## src/rtl/pll_reset_supervisor.sv

```systemverilog
// PLL lock supervisor: synchronises and filters isLocked, then releases staggered per-domain resets.
// Define PLL_SUPERVISOR_LOSS_COUNT_EN to add the saturating lossCount output.
module pll_reset_supervisor #(
    parameter int unsigned FILTER_CYCLES  = 16,
    parameter int unsigned HOLD_CYCLES    = 1024,
    parameter int unsigned CHANNELS       = 2,
    parameter int unsigned STAGGER_CYCLES = 16,
    parameter int unsigned CNT_WIDTH      = 8
) (
    input  logic                clk,
    input  logic                resetN,
    input  logic                isLocked,
    input  logic                forceReset,
    input  logic                clearLost,
    output logic [CHANNELS-1:0] resetOut,
    output logic                ready,
    output logic                lockLost
`ifdef PLL_SUPERVISOR_LOSS_COUNT_EN
    ,
    output logic [CNT_WIDTH-1:0] lossCount
`endif
);

    localparam int unsigned ReleaseCycles = (CHANNELS - 1) * STAGGER_CYCLES + 1;
    localparam int unsigned MaxFh = (FILTER_CYCLES > HOLD_CYCLES) ? FILTER_CYCLES : HOLD_CYCLES;
    localparam int unsigned MaxCycles = (MaxFh > ReleaseCycles) ? MaxFh : ReleaseCycles;
    localparam int unsigned CntWidth = (MaxCycles > 1) ? $clog2(MaxCycles) : 1;

    localparam logic [CntWidth-1:0] FilterLast  = CntWidth'(FILTER_CYCLES - 1);
    localparam logic [CntWidth-1:0] HoldLast    = CntWidth'(HOLD_CYCLES - 1);
    localparam logic [CntWidth-1:0] ReleaseLast = CntWidth'(ReleaseCycles - 1);
    localparam logic [CntWidth-1:0] CntOne      = CntWidth'(1);

    typedef enum logic [2:0] {
        StWaitLock,
        StFilter,
        StHold,
        StRelease,
        StRun
    } stateT;

    stateT                stateQ, stateD;
    logic [CntWidth-1:0]  cntQ, cntD;
    logic                 syncMeta, syncLock;
    logic [CHANNELS-1:0]  resetOutD;
    logic                 readyD;
    logic                 lockLostD;
    logic                 lossEvent;

    // Channel k is released once the RELEASE position reaches k*STAGGER_CYCLES.
    function automatic logic [CHANNELS-1:0] releaseMask(input logic [CntWidth:0] pos);
        logic [CHANNELS-1:0] mask;
        mask = '1;
        for (int unsigned k = 0; k < CHANNELS; k++) begin
            if (k * STAGGER_CYCLES <= 32'(pos)) begin
                mask[k] = 1'b0;
            end
        end
        return mask;
    endfunction

    always_comb begin
        stateD    = stateQ;
        cntD      = cntQ;
        resetOutD = resetOut;
        readyD    = 1'b0;
        lossEvent = 1'b0;

        unique case (stateQ)
            StWaitLock: begin
                resetOutD = '1;
                if (syncLock) begin
                    stateD = StFilter;
                    cntD   = '0;
                end
            end
            StFilter: begin
                resetOutD = '1;
                if (!syncLock) begin
                    stateD = StWaitLock;
                    cntD   = '0;
                end else if (cntQ == FilterLast) begin
                    stateD = StHold;
                    cntD   = '0;
                end else begin
                    cntD = cntQ + CntOne;
                end
            end
            StHold: begin
                resetOutD = '1;
                if (!syncLock) begin
                    stateD = StWaitLock;
                    cntD   = '0;
                end else if (cntQ == HoldLast) begin
                    stateD    = StRelease;
                    cntD      = '0;
                    resetOutD = releaseMask('0);
                end else begin
                    cntD = cntQ + CntOne;
                end
            end
            StRelease: begin
                if (cntQ == ReleaseLast) begin
                    stateD    = StRun;
                    cntD      = '0;
                    resetOutD = '0;
                    readyD    = 1'b1;
                end else begin
                    cntD      = cntQ + CntOne;
                    resetOutD = releaseMask({1'b0, cntQ} + {1'b0, CntOne});
                end
            end
            StRun: begin
                resetOutD = '0;
                readyD    = 1'b1;
            end
            default: begin
                stateD    = StWaitLock;
                cntD      = '0;
                resetOutD = '1;
            end
        endcase

        // Loss and forced restart override whatever the state logic chose.
        lossEvent = ((stateQ == StRelease) || (stateQ == StRun)) && !syncLock;
        if (lossEvent || (forceReset && (stateQ != StWaitLock))) begin
            stateD    = StWaitLock;
            cntD      = '0;
            resetOutD = '1;
            readyD    = 1'b0;
        end

        if (lossEvent) begin
            lockLostD = 1'b1;
        end else if (clearLost) begin
            lockLostD = 1'b0;
        end else begin
            lockLostD = lockLost;
        end
    end

    always_ff @(posedge clk or negedge resetN) begin
        if (!resetN) begin
            syncMeta <= 1'b0;
            syncLock <= 1'b0;
            stateQ   <= StWaitLock;
            cntQ     <= '0;
            resetOut <= '1;
            ready    <= 1'b0;
            lockLost <= 1'b0;
        end else begin
            syncMeta <= isLocked;
            syncLock <= syncMeta;
            stateQ   <= stateD;
            cntQ     <= cntD;
            resetOut <= resetOutD;
            ready    <= readyD;
            lockLost <= lockLostD;
        end
    end

`ifdef PLL_SUPERVISOR_LOSS_COUNT_EN
    logic [CNT_WIDTH-1:0] lossCountD;

    // A loss coinciding with a clear restarts the count at one.
    always_comb begin
        lossCountD = lossCount;
        if (lossEvent) begin
            if (clearLost) begin
                lossCountD = CNT_WIDTH'(1);
            end else if (lossCount != '1) begin
                lossCountD = lossCount + CNT_WIDTH'(1);
            end
        end else if (clearLost) begin
            lossCountD = '0;
        end
    end

    always_ff @(posedge clk or negedge resetN) begin
        if (!resetN) begin
            lossCount <= '0;
        end else begin
            lossCount <= lossCountD;
        end
    end
`endif

endmodule

```

## config.mk

```make
export PLATFORM = sky130hd
export DESIGN_NAME = pll_reset_supervisor
export DESIGN_NICKNAME = d
export VERILOG_FILES = /design/src/rtl/pll_reset_supervisor.sv
export SDC_FILE = /design/constraint.sdc
export NUM_CORES = 1
export LEC_CHECK = 0
export BUFFER_PORTS_ARGS = -buffer_cell sky130_fd_sc_hd__buf_4
export CORE_ASPECT_RATIO = 0.6
export CORE_MARGIN = 1.5
export CORE_UTILIZATION = 49
export DETAILED_ROUTE_END_ITERATION = 16
export PLACE_DENSITY = 0.67
export SYNTH_ARGS = -nofsm -noshare
export SYNTH_HDL_FRONTEND = slang
export SYNTH_SLANG_ARGS = --single-unit
export TNS_END_PERCENT = 30
```

## constraint.sdc

```tcl
create_clock -name clk -period 2.6 [get_ports clk]
set_input_delay 0.65 -clock clk [delete_from_list [all_inputs] [get_ports clk]]
set_output_delay 0.65 -clock clk [all_outputs]
set_load 0.01 [all_outputs]
```

# == After elaboration in Yosys (flattened, before gate mapping) ==
# Cells that the tools add are included.
# word_totals
regBits,19
latchBits,0
mem_bits_rw,0
romBits,0
input_bits,5
out_inout_bits,4
elab_cells,59
mem_count,0
# classes
addsub,2
mul,0
div,0
n_lt_le_gt_ge,1
eq_ne,12
n_shift,0
mux,27
n_bitwise,0
n_reduce_logical,10
# ops
cell,n
two-way mux 10 bit,7
one-hot mux 10 bit (5 select lines),1
two-way mux 3 bit,7
one-hot mux 3 bit (5 select lines),1
"adder 10 x 1 -> 11 bit, second input constant",1
"<= comparator 5 x 11 -> 1 bit, first input constant",1
"adder 10 x 1 -> 10 bit, second input constant",1
"== test 10 bit, second input constant",1
"== test 10 x 4 -> 1 bit, second input constant",1
"== test 10 x 5 -> 1 bit, second input constant",1
"!= test 4 bit, second input constant",2
two-way mux 1 bit,7
"== test 3 x 2 -> 1 bit, second input constant",2
one-hot mux 2 bit (3 select lines),1
AND reduction 5 bit,1
two-way mux 2 bit,2
"== test 3 x 1 -> 1 bit, second input constant",1
"== test 3 bit, second input constant",1
zero test 3 bit,1
"!= test 3 x 2 -> 1 bit, second input constant",1
"!= test 3 bit, second input constant",1
nonzero test 3 bit,1
logical AND 1 bit,2
logical OR 1 bit,2
other kinds (5),5

# == Depth between registers and ports, before layout ==
# depth
ltp_word,6
ltp_mapped,7
depth_no_buf,7

# == Worst setup path before layout ==
# OpenSTA, ideal clock, no wires.
# synth_timing
path_type,flip-flop to flip-flop
start,register cntQ[1]
end,register cntQ[3]
setup_time_ps,135
arrival_time_ps,1751
required_ps,2465
slack_ps,713
stages_incl_launch_ff,7
n_path_buf,0
cell_sequence,dfrtp_1 > ha_1 > nand2_1 > nor4_1 > and2b_1 > nor2_1 > o32ai_1
# synth_between
elab_chain_len,5
word_cells_on_any_way,11
# synth_lines
item,line,text
start: declaration,43,"logic [CntWidth-1:0] cntQ, cntD;"
start signal: assignment,155,cntQ <= cntD;
"adder 10 x 1 -> 10 bit, or another cell as far along","86, 99, 109",
two-way mux 10 bit (on tied branches),"94, 82",
two-way mux 10 bit (on tied branches),"91, 79",
one-hot mux 10 bit (5 select lines) (*),69,unique case (stateQ)
two-way mux 10 bit (*),126,if (lossEvent || (forceReset && (stateQ != StWaitLock))) begin
# Mark *: on every way between the ends. The rest lies on a longest branch, timed or not.
# A chain may end at the register's enable or synchronous reset.

# == Worst setup path in the final report ==
# layout_timing
start,register cntQ[1]
end,register cntQ[4]
# The elaborated chain is that of the path after synthesis.

==> impl_results.md <==
- Status: finished clean
- Grt total ovfl: 0
- Worst Tran Pin Value: 0.585 ns
- Reg-to-reg critical path endpoint: cntQ[4]
- Sequential cell area fraction in the yosys report: 38.2%
- Drt pass-1 iters: 4
- Chip width: 68.3 um
- Synth Instances: 145
- Post-detail-place hpwl: 2070 um
- Initial antenna violation count: 0
- Critical Path RT: 2.73 ns
- Setup Fix Bufs, Post-CTS: 0
- Netlist cell types: 47
- Final Slew Violations: 0
- Post-Syn Area: 1250 um2
- Vias/cell: 6.17
- Starting density of the core: 54.6%
- Setup violators final: 0
- CP arrival: 2.49 ns
- R2R depth: 6
- Clock Skew: 0.00111 ns
- Post-synth EDFFs: 0
- Worst-path fanout max: 8
- Gpl congestion: 0.901
- Rows: 13
- Rel. slew slack: 60.6%
- Unrepaired setup endpoints after global routing: false
- Max Cap Viol: 0
- Drt initial violations: 154
- Port Buffers: 8
- Core outline area: 2290 um2
- Share of cells above drive strength 1: 16.1%
- Critical Path Start Type: flop
- Period minus WS final: 2.35 ns
- R2r setup slk: 0.25 ns
- PD cells: 511 nW/um2
- Avg Inst Size Synth: 8.64 um2
- H-tree depth: 1
- Avg WL per Cell: 14.9 um
- CTS buffer count: 3
- Fin crit share: 90.6%
- Clock Tree Buf Depth: 2
- Hold Vio Cnt, Final: 0
- First-pass GRT wire length: 4530 um
- Vert. Die Dim: 42.2 um
- Antenna Cells: 0
- Number of global-route vias before repair: 901
- Final Worst Setup Slack: 0.245 ns
- Clock latency at the later pin of the worst-skew pair: 0.26 ns
- Hold buffers post-CTS: 0
- Routed Antenna Nets: 0
- CTS tree: built
- Setup Crit Path Kind: reg -> reg
- Final Cell Area: 1360 um2
- Final wirelength: 2670 um
- Maximum vdd ir drop: 246 uV
- Most used DFF post-synth: dfrtp_1
- CTS Sinks: 19
- Area delta synth->final: 8.49%
- Gr usage total: 21.4%
- Final #Nets: 158
- Commonest non-fill, non-tap cell in the layout: dfrtp_1
- Clock-pin transition on the worst setup and hold timing paths: 0.07 ns
- Commonest cells after routing, fill and taps aside: dfrtp_1, nor2_1, o21ai_0, nand2_1, buf_4
- Post-synth ARST share: 100%
- FMAX: 425 MHz
- Total I/O pin count: 9
- Vias: 1,104
- Mapped Nets: 153
- DIE AREA: 2880 um2
- Reg-to-reg startpoint: cntQ[1]
- CTS-repair resized insts: 0
- Residual DRC count: 0
- HP Class: in -> async
- Yosys warns: 0
- Setup TNS: 0 ns
- Dpl ws: 0.295 ns
- Root buffer cell: clkbuf_8
- Yosys reg bits: 19
- Pin count of the biggest net entering global routing: 20
- Leakage: 0.504 nW
- Placed Area: 1310 um2
- CP Capture Type: flop
==> metal layers <==
metal  part of all wire (%)  GRT usage, %
met4                   0.49          3.60
met5                      0             0
met3                     12          7.53
met2                     38          26.6
met1                     49          34.8
==> cell families (layout without fill, tap and decap cells) <==
kind of cell	count (synthesis)	after routing	synth area share [%]
and+or+nand+nor	64	64	30.3
buffers and inverters	16	20	5.89
xor gates and xnor gates	1	1	0.699
DFF	19	19	38.2
adders and majority gates	3	3	3.00
AOI/OAI and AO/OA	41	41	21.2
muxes	1	1	0.799
==> flip-flops by register name, summed over array words and instances (netlist names) <==
signal / count
stateQ: 3
syncMeta: 1
cntQ: 10
syncLock: 1
lockLost: 1
resetOut: 2
ready: 1
==> power by group <==
group | internal, mW | switching [mW]
clock | 0.108 | 0.104
sequential | 0.312 | 0.0303
combinational | 0.0592 | 0.0810
==> area by class of cell <==
type | count | area, um2
sequential | 19 | 478
fill | 198 | 935
inverter | 7 | 26.3
multi-input combinational | 110 | 701
clock inverter | 1 | 7.51
timing repair buffer | 9 | 67.6
clock buffer | 3 | 41.3
tap | 30 | 37.5
==> synthesized netlist by cell type (all sizes together), types with 2 or more instances <==
cell type | instances | share of area (%)
dfrtp | 17 | 34
nor2 | 16 | 4.8
o21ai | 16 | 6.4
nand2 | 12 | 3.6
nor3 | 8 | 4.1
a21oi | 7 | 2.8
inv | 7 | 2.1
nand3 | 6 | 2.4
clkbuf | 5 | 1.5
buf | 4 | 2.3
o22ai | 4 | 3.1
ha | 3 | 3.0
nor4 | 3 | 3.9
o32ai | 3 | 2.1
or2 | 3 | 1.5
a211oi | 2 | 1.2
and3 | 2 | 1.0
dfstp | 2 | 4.2
nand2b | 2 | 1.0
o211ai | 2 | 1.2
or3 | 2 | 1.4
==> through the flow <==
| stage | cells | util, % | hold slack (ns) | total power, mW |
|---|---|---|---|---|
| after floorplan | 145 | - | 0.331 | 0.444 |
| after global placement | 175 | 57.1 | 0.334 | 0.483 |
| after detailed placement | 175 | 57.1 | 0.342 | 0.485 |
| after CTS | 179 | 59.2 | 0.253 | 0.698 |
| after global routing | 179 | 59.2 | 0.259 | 0.738 |
| final | 179 | 59.2 | 0.246 | 0.695 |
==> critical path, cell delays in order (launching register included) <==
cell	delay, ns
dfrtp_1	0.47
ha_1	0.35
nand2_1	0.14
nor4_1	0.57
and2b_1	0.34
nor3_4	0.23
o22ai_1	0.13
==> worst max-delay path by stage <==
stage	startpoint	end	cells after the start
3_5_place_dp	cntQ[0]	cntQ[4]	6
5_1_grt	cntQ[1]	cntQ[4]	6
4_1_cts	cntQ[0]	cntQ[4]	6
2_1_floorplan	cntQ[1]	cntQ[3]	6
3_3_place_gp	cntQ[1]	cntQ[4]	6
6_report	cntQ[1]	cntQ[4]	6
Power figures use the tool's default switching activity.
